$ cat src/rtl/dequeue_arbiter_if.sv
// Handshake bundle between the dequeue arbiter and the PIFO calendars,
// packet buffers and downstream ports it serves.
interface dequeue_arbiter_if #(
    parameter int NUM_PORTS  = 5,
    parameter int PORT_IDX_W = 3
);
    logic [NUM_PORTS-1:0]  s_axis_pifo_empty;
    logic [NUM_PORTS-1:0]  s_axis_tx_ready;
    logic                  s_axis_pifo_out_valid;
    logic                  s_axis_buffer_rd_valid;
    logic                  s_axis_buffer_rd_last;
    logic [NUM_PORTS-1:0]  m_axis_ctl_pifo_out_en;
    logic [NUM_PORTS-1:0]  m_axis_ctl_buffer_rd_en;
    logic [PORT_IDX_W-1:0] m_axis_grant_port;
    logic                  m_axis_busy;
    logic                  m_axis_err_timeout;

    // Handshake: a buffer beat transfers only in a cycle where the arbiter
    // holds rd_en for the granted port and the buffer presents rd_valid; a
    // pop response is taken only while the arbiter waits for it.

    // The arbiter side.
    modport slave (
        input  s_axis_pifo_empty,
        input  s_axis_tx_ready,
        input  s_axis_pifo_out_valid,
        input  s_axis_buffer_rd_valid,
        input  s_axis_buffer_rd_last,
        output m_axis_ctl_pifo_out_en,
        output m_axis_ctl_buffer_rd_en,
        output m_axis_grant_port,
        output m_axis_busy,
        output m_axis_err_timeout
    );

    // The calendar/buffer/port side.
    modport master (
        output s_axis_pifo_empty,
        output s_axis_tx_ready,
        output s_axis_pifo_out_valid,
        output s_axis_buffer_rd_valid,
        output s_axis_buffer_rd_last,
        input  m_axis_ctl_pifo_out_en,
        input  m_axis_ctl_buffer_rd_en,
        input  m_axis_grant_port,
        input  m_axis_busy,
        input  m_axis_err_timeout
    );
endinterface

$ cat src/rtl/dequeue_arbiter.sv
// Round-robin dequeue scheduler: grants one eligible port, pops its PIFO
// calendar once and streams exactly one packet from its buffer.
module dequeue_arbiter #(
    parameter int NUM_PORTS   = 5,
    parameter int PORT_IDX_W  = 3,
    parameter int POP_TIMEOUT = 16
) (
    input  logic               axis_aclk,
    input  logic               axis_resetn,
    dequeue_arbiter_if.slave   bus,
    output logic [1:0]         dbg_state_o
);

    localparam int CNT_W = $clog2(POP_TIMEOUT + 1);

    typedef enum logic [1:0] {
        ST_IDLE = 2'd0,
        ST_POP  = 2'd1,
        ST_WAIT = 2'd2,
        ST_READ = 2'd3
    } state_t;

    state_t                state_q, state_d;
    logic [PORT_IDX_W-1:0] rr_ptr_q, rr_ptr_d;
    logic [PORT_IDX_W-1:0] grant_q, grant_d;
    logic [CNT_W-1:0]      tmo_cnt_q, tmo_cnt_d;
    logic                  err_q, err_d;

    logic [NUM_PORTS-1:0]  eligible;
    logic                  any_eligible;
    logic [PORT_IDX_W-1:0] pick;
    logic [NUM_PORTS-1:0]  grant_oh;
    logic [PORT_IDX_W-1:0] grant_next;
    logic                  beat_ok;
    logic                  last_beat;
    logic                  pop_expired;
    int                    idx;

    assign eligible = ~bus.s_axis_pifo_empty & bus.s_axis_tx_ready;
    assign grant_oh = {{(NUM_PORTS-1){1'b0}}, 1'b1} << grant_q;
    assign grant_next = (grant_q == PORT_IDX_W'(NUM_PORTS - 1)) ? '0 : grant_q + 1'b1;

    assign beat_ok     = (state_q == ST_READ) && bus.s_axis_tx_ready[grant_q]
                         && bus.s_axis_buffer_rd_valid;
    assign last_beat   = beat_ok && bus.s_axis_buffer_rd_last;
    assign pop_expired = (tmo_cnt_q == CNT_W'(POP_TIMEOUT - 1));

    // Search upward from rr_ptr with wrap; first hit wins.
    always_comb begin
        any_eligible = 1'b0;
        pick         = '0;
        idx          = 0;
        for (int k = 0; k < NUM_PORTS; k++) begin
            idx = int'(rr_ptr_q) + k;
            if (idx >= NUM_PORTS) idx = idx - NUM_PORTS;
            if (!any_eligible && eligible[idx]) begin
                any_eligible = 1'b1;
                pick         = PORT_IDX_W'(idx);
            end
        end
    end

    always_ff @(posedge axis_aclk or negedge axis_resetn) begin
        if (!axis_resetn) begin
            state_q   <= ST_IDLE;
            rr_ptr_q  <= '0;
            grant_q   <= '0;
            tmo_cnt_q <= '0;
            err_q     <= 1'b0;
        end else begin
            state_q   <= state_d;
            rr_ptr_q  <= rr_ptr_d;
            grant_q   <= grant_d;
            tmo_cnt_q <= tmo_cnt_d;
            err_q     <= err_d;
        end
    end

    always_comb begin
        state_d   = state_q;
        rr_ptr_d  = rr_ptr_q;
        grant_d   = grant_q;
        tmo_cnt_d = '0;
        err_d     = err_q;
        case (state_q)
            ST_IDLE: begin
                if (any_eligible) begin
                    grant_d = pick;
                    state_d = ST_POP;
                end
            end
            ST_POP: state_d = ST_WAIT;
            ST_WAIT: begin
                // A response arriving in the last allowed cycle still wins.
                if (bus.s_axis_pifo_out_valid) begin
                    state_d = ST_READ;
                end else if (pop_expired) begin
                    err_d    = 1'b1;
                    rr_ptr_d = grant_next;
                    state_d  = ST_IDLE;
                end else begin
                    tmo_cnt_d = tmo_cnt_q + 1'b1;
                end
            end
            ST_READ: begin
                if (last_beat) begin
                    rr_ptr_d = grant_next;
                    state_d  = ST_IDLE;
                end
            end
            default: state_d = ST_IDLE;
        endcase
    end

    // Enables decode straight from registered state so reset drops them at once.
    always_comb begin
        bus.m_axis_ctl_pifo_out_en  = '0;
        bus.m_axis_ctl_buffer_rd_en = '0;
        if (state_q == ST_POP) bus.m_axis_ctl_pifo_out_en = grant_oh;
        if (state_q == ST_READ && bus.s_axis_tx_ready[grant_q])
            bus.m_axis_ctl_buffer_rd_en = grant_oh;
        bus.m_axis_grant_port  = grant_q;
        bus.m_axis_busy        = (state_q != ST_IDLE);
        bus.m_axis_err_timeout = err_q;
        dbg_state_o            = state_q;
    end

    a_pop_onehot0: assert property (@(posedge axis_aclk) disable iff (!axis_resetn)
        $onehot0(bus.m_axis_ctl_pifo_out_en));
    a_rd_onehot0: assert property (@(posedge axis_aclk) disable iff (!axis_resetn)
        $onehot0(bus.m_axis_ctl_buffer_rd_en));
    a_grant_range: assert property (@(posedge axis_aclk) disable iff (!axis_resetn)
        grant_q < PORT_IDX_W'(NUM_PORTS) && rr_ptr_q < PORT_IDX_W'(NUM_PORTS));

endmodule

$ cat src/flat_wrapper.sv
// flat-port wrapper written by rule: the top's interface ports become plain ports
module dequeue_arbiter_flat 
#(
    parameter int NUM_PORTS   = 5,
    parameter int PORT_IDX_W  = 3,
    parameter int POP_TIMEOUT = 16
)
  (axis_aclk, axis_resetn, dbg_state_o, bus_s_axis_pifo_empty, bus_s_axis_tx_ready, bus_s_axis_pifo_out_valid, bus_s_axis_buffer_rd_valid, bus_s_axis_buffer_rd_last, bus_m_axis_ctl_pifo_out_en, bus_m_axis_ctl_buffer_rd_en, bus_m_axis_grant_port, bus_m_axis_busy, bus_m_axis_err_timeout);
  dequeue_arbiter_if #(.NUM_PORTS(NUM_PORTS), .PORT_IDX_W(PORT_IDX_W)) bus_i ();
  input  logic axis_aclk;
  input  logic axis_resetn;
  output logic [1:0] dbg_state_o;
  input wire logic [$bits(bus_i.s_axis_pifo_empty)-1:0] bus_s_axis_pifo_empty;
  input wire logic [$bits(bus_i.s_axis_tx_ready)-1:0] bus_s_axis_tx_ready;
  input wire logic [$bits(bus_i.s_axis_pifo_out_valid)-1:0] bus_s_axis_pifo_out_valid;
  input wire logic [$bits(bus_i.s_axis_buffer_rd_valid)-1:0] bus_s_axis_buffer_rd_valid;
  input wire logic [$bits(bus_i.s_axis_buffer_rd_last)-1:0] bus_s_axis_buffer_rd_last;
  output wire logic [$bits(bus_i.m_axis_ctl_pifo_out_en)-1:0] bus_m_axis_ctl_pifo_out_en;
  output wire logic [$bits(bus_i.m_axis_ctl_buffer_rd_en)-1:0] bus_m_axis_ctl_buffer_rd_en;
  output wire logic [$bits(bus_i.m_axis_grant_port)-1:0] bus_m_axis_grant_port;
  output wire logic [$bits(bus_i.m_axis_busy)-1:0] bus_m_axis_busy;
  output wire logic [$bits(bus_i.m_axis_err_timeout)-1:0] bus_m_axis_err_timeout;
  assign bus_i.s_axis_pifo_empty = bus_s_axis_pifo_empty;
  assign bus_i.s_axis_tx_ready = bus_s_axis_tx_ready;
  assign bus_i.s_axis_pifo_out_valid = bus_s_axis_pifo_out_valid;
  assign bus_i.s_axis_buffer_rd_valid = bus_s_axis_buffer_rd_valid;
  assign bus_i.s_axis_buffer_rd_last = bus_s_axis_buffer_rd_last;
  assign bus_m_axis_ctl_pifo_out_en = bus_i.m_axis_ctl_pifo_out_en;
  assign bus_m_axis_ctl_buffer_rd_en = bus_i.m_axis_ctl_buffer_rd_en;
  assign bus_m_axis_grant_port = bus_i.m_axis_grant_port;
  assign bus_m_axis_busy = bus_i.m_axis_busy;
  assign bus_m_axis_err_timeout = bus_i.m_axis_err_timeout;
  dequeue_arbiter #(.NUM_PORTS(NUM_PORTS), .PORT_IDX_W(PORT_IDX_W), .POP_TIMEOUT(POP_TIMEOUT)) u_core (.axis_aclk(axis_aclk), .axis_resetn(axis_resetn), .bus(bus_i), .dbg_state_o(dbg_state_o));
endmodule
$ cat config.mk
export PLATFORM = sky130hd
export DESIGN_NAME = dequeue_arbiter_flat
export DESIGN_NICKNAME = d
export VERILOG_FILES = /design/src/rtl/dequeue_arbiter_if.sv /design/src/rtl/dequeue_arbiter.sv /design/src/flat_wrapper.sv
export SDC_FILE = /design/constraint.sdc
export NUM_CORES = 1
export LEC_CHECK = 0
export CAP_MARGIN = 20
export CORE_MARGIN = 2
export CORE_UTILIZATION = 53
export DETAILED_ROUTE_END_ITERATION = 10
export PLACE_DENSITY = 0.86
export SYNTH_ARGS = -nofsm -noshare
export SYNTH_HDL_FRONTEND = slang
export SYNTH_SLANG_ARGS = --single-unit
export TNS_END_PERCENT = 100
$ cat constraint.sdc
create_clock -name axis_aclk -period 4.3 [get_ports axis_aclk]
set_clock_uncertainty 0.1 [all_clocks]
set_input_delay 0.43 -clock axis_aclk [delete_from_list [all_inputs] [get_ports axis_aclk]]
set_output_delay 0.43 -clock axis_aclk [all_outputs]
set_load 0.05 [all_outputs]
Word level (Yosys, flattened, before mapping):

Index checks and enable logic that the tools add are counted.

* add/subtract/negate cells: 11
* $lt $le $gt $ge: 11
* equal/unequal tests: 10
* shifts and indexed selects: 1
* multiplexer cells: 47
* bitwise gates (word level): 3
* reduce and logical (&&, ||, !) cells: 18

Operators with widths (count)
* < comparator 32 x 5 -> 1 bit (second input constant): 5
* two-way mux 32 bit: 5
* >= comparator 32 x 4 -> 1 bit (second input constant): 4
* subtractor 32 x 4 -> 32 bit (second input constant): 4
* two-way mux 3 bit: 9
* two-way mux 5 bit: 5
* binary-select mux 1 bit (select 3 bit): 6
* two-way mux 1 bit: 16
* adder 3 x 2 -> 4 bit (second input constant): 2
* two-way mux 2 bit: 4
* one-hot mux 2 bit (4 select lines): 1
* logical AND 1 bit: 7
* != test 2 x 1 -> 1 bit (second input constant): 3
* one-hot mux 3 bit (2 select lines): 1
* AND reduction 3 bit: 2
* adder 5 x 1 -> 5 bit (second input constant): 1
* bitwise AND 5 bit: 1
* equality test 5 x 4 -> 1 bit (second input constant): 1
* NOT 5 bit: 1
* left shift 1 x 3 -> 5 bit (first input constant): 1
* adder 3 x 1 -> 4 bit (second input constant): 1
* adder 3 x 3 -> 4 bit (second input constant): 1
* equality test 2 bit (second input constant): 2
* logical NOT 1 bit: 4
* other kinds (13): 14

* register bits: 14
* input port bits: 15
* output and inout bits: 17

Depth between registers and ports, before layout:

* depth after elaboration: 20
* gate-level depth with buffers: 14
* mapped depth without buffers: 12

Worst setup path after synthesis:

OpenSTA, ideal clock, no wires.

* path type: flip-flop to flip-flop
* start point: reg u_core.rr_ptr_q[0]
* end point: reg u_core.grant_q[0] (netlist: u_core.bus.m_axis_grant_port[0])
* arrival: 3.384 ns
* required time: 4.114 ns
* path slack: 0.730 ns
* stages on the path, launching flop included: 15
* period minus slack after synthesis: 3.570 ns
* cells stage by stage: dfrtp_1 -> buf_2 -> inv_1 -> buf_2 -> ha_1 -> inv_1 -> fa_1 -> a21oi_1 -> mux2i_1 -> mux2i_1 -> nand3_1 -> o21ai_0 -> or3_1 -> or3_1 -> a32oi_1

* longest elaborated chain between the ends: 19
* elaborated cells between the ends (all ways): 53
* classes of those cells: 9 x add/sub; 5 x order compare; 30 x mux; 9 x reduce/logical

RTL lines
* from (decl): RTL line dequeue_arbiter.sv:24 `logic [PORT_IDX_W-1:0] rr_ptr_q, rr_ptr_d;`
* from (signal assigned): RTL line dequeue_arbiter.sv:72 `rr_ptr_q <= rr_ptr_d;`
* parallel branches: the longest is 19 deep, another holds subtractor 32 x 4 -> 32 bit
* to (signal assigned): RTL line dequeue_arbiter.sv:73 `grant_q <= grant_d;`
* to (decl): RTL line dequeue_arbiter.sv:25 `logic [PORT_IDX_W-1:0] grant_q, grant_d;`

Parallel ways; which one is timed is not known. The select of a mux whose other input is x is not followed.
A chain may end at the register's enable or synchronous reset.

Worst setup path after layout:

Ends and elaborated chain as after synthesis.

==> flow_summary.ini <==
[synthesis]
synth-main-ff-cell = dfrtp_1
synth.cell_area_um2 = 1730
ys_warn_count = 0
synth_top_family_by_area = simple AND/OR/NAND/NOR gates
synth.top_cell.area_share_pct = 20.25
synth-seq-cells = 14
synthMuxAreaShare_pct = 6.941
yosysSeqAreaShare_pct = 20.25
yosys-top-cells-area = dfrtp_1, ha_1, nor2_1
avgSynthCellArea_um2 = 8.124
synth_edf_count = 0
synth_nets = 243
synth_cell_types = 60
yosys.area_share.simple_pct = 29.57
synthAdderAreaFrac_pct = 11.28
syn_inst = 213
synth_compound_area_share_pct = 24.15
yosysTopAreaCell = dfrtp_1
synth_xor_area_share_pct = 3.543
synthArstFlopShare_pct = 100.0

[route]
dr.pass1.iters = 5
wl_per_cell_um = 16.67
drc = 0
ant_nets = 0
routed_via_density = 6.347
wl_um = 4801
vias = 1828
drt_iter0_markers = 128

[die]
start_util_pct = 56.22
coreArea_um2 = 3078
rows = 20
die_w_um = 61.14
ios = 32
die_area_um2 = 3738
die_y_um = 61.14

[final_layout]
layout-drive-gt1-share_pct = 8.607
antenna_cells = 0
final_area_um2 = 2122
finalNonFillerCells = 288
final_cell_mix = clkdlybuf4s50_1, nor2_1, nand2_1, ha_1, dfrtp_1
layout_commonest_cell = clkdlybuf4s50_1
final_util_pct = 68.94
nets = 275
area_growth_pct = 22.63

[setup_path]
critPathKind = flip-flop to flip-flop
crit_arrival_ns = 3.84
cp_max_fo = 12
crit_family = simple AND/OR/NAND/NOR gates
path_cells = inv_1 > buf_4 > ha_1 > inv_1 > fa_1 > a21oi_1 > mux2i_1 > mux2i_1 > nand3_1 > o21ai_0 > or3_1 > or3_1 > a32oi_1
crit_required_ns = 4.39
slowest_delay_ns = 0.47
cp-end-kind = flip-flop
slowest_stage = mux2i_1
critPathBufInv = 3
startpoint_type = flip-flop

[clock_tree]
path_clk_slew_ns = 0.09
cts-root-buf = clkbuf_4
cts_htree_levels = 1
clock_latency_ns = 0.28
cts_tree = yes
cts_sinks = 14
cts_made_buffers = 3
ctsResizeCount = 0
clockBufferDepth = 2
hold_buffers = 0
cts_setup_buffers = 0

[sta]
finalCriticalPeriod_ns = 3.750
setup_tns_ns = 0
timing.final.crit_share_pct = 87.22
slew_headroom_pct = 57.59
holdWs_ns = 0.3582
rsz0062_at_grt = no
hold_violations = 0
setup_violations = 0
slew_viol_final = 0
tightest_slew_ns = 0.6294
fin_ws_ns = 0.5497
max_freq_mhz = 266.6

[pwr]
peakVddDrop_v = 0.0004739
power.total_mw = 1.753
leakagePower_nw = 0.8748
cellPowerDensity_nw_per_um2 = 826.3

[global_route]
grt_max_degree = 19
track_usage_pct = 26.48
grt_pass1_vias = 1595
antenna_found_initial = 0
grt_pass1_wl_um = 7500
grt_overflow = 0

[worst_hold_path]
hold_path.class = flip-flop to flip-flop

[placed_design]
numPortBuffers = 31
gp_congestion = 0.9026
placed_area_um2 = 2086
dp_cells = 284
dp_slack_ns = 0.6746
hpwl_um = 3702

[outcome]
status = finished, final reports clean

[job]
maxCapViolations = 0
[Yosys cell counts, drive strengths merged (2+ instances only)]
cell type / count
nor3b: 4
or3: 6
nand4b: 2
ha: 14
nand3: 10
o21ai: 11
xor2: 3
nor3: 3
xnor2: 4
o221ai: 2
a21o: 2
nand3b: 2
o22ai: 5
a21oi: 9
nand2: 14
o211ai: 3
buf: 2
a32oi: 2
a311oi: 2
o21bai: 2
clkbuf: 4
dfrtp: 14
inv: 13
and2: 2
nand2b: 7
o31ai: 3
or4: 2
or2: 2
a211oi: 2
nor2: 25
a2111oi: 2
mux2i: 6
mux2: 3
nor2b: 4
a221oi: 3
nor4: 3
[final timing paths]
path	from	end	slack, ns	cells past startpoint
worst max-delay path	u_core.rr_ptr_q[0]	u_core.bus.m_axis_grant_port[0]	0.55	13
worst min-delay path	u_core.tmo_cnt_q[0]	u_core.tmo_cnt_q[0]	0.36	1
worst max register to register	u_core.rr_ptr_q[0]	u_core.bus.m_axis_grant_port[0]	0.55	13
worst min register to register	u_core.tmo_cnt_q[0]	u_core.tmo_cnt_q[0]	0.36	1
max in group asynchronous	axis_resetn	u_core.tmo_cnt_q[2]	3.28	1
min in group asynchronous	axis_resetn	u_core.dbg_state_o[1]	0.43	1
[sequential cells by signal, indices dropped and copies added (netlist names)]
name and count:
u_core.bus.m_axis_grant_port 3, u_core.rr_ptr_q 3, u_core.dbg_state_o 2, u_core.bus.m_axis_err_timeout 1
u_core.tmo_cnt_q 5
[area by class of cell]
| type | instances | area, µm² |
|---|---|---|
| multi-input cells | 180 | 1306 |
| well taps | 44 | 55.05 |
| repair buffers | 33 | 325.3 |
| fillers | 263 | 955.9 |
| clock buffers | 4 | 36.28 |
| flip-flops and latches | 14 | 350.3 |
| inverters | 13 | 48.80 |
[where the power goes]
group          internal [mW]  switching [mW]
sequential             0.173          0.0700
clock                 0.0515          0.0425
combinational          0.549           0.867
total                  0.774           0.979
[cells by family (layout without fill, tap and decap cells)]
group,Yosys count,after routing
buffers and inverters,19,50
DFF,14,14
muxes,10,10
and+or+nand+nor,91,91
xor gates and xnor gates,7,7
AOI/OAI and AO/OA,57,57
adders and majority gates,15,15
[per-layer routing]
metal	vias up	global-route usage, %	share of wire (%)
met5	-	0	0
met4	0	4.969	1.4
met3	11	3.782	7.3
met2	95	42.71	50
met1	866	37.98	42
li1	856	-	-
No activity file was read; power rests on OpenSTA's default activity.
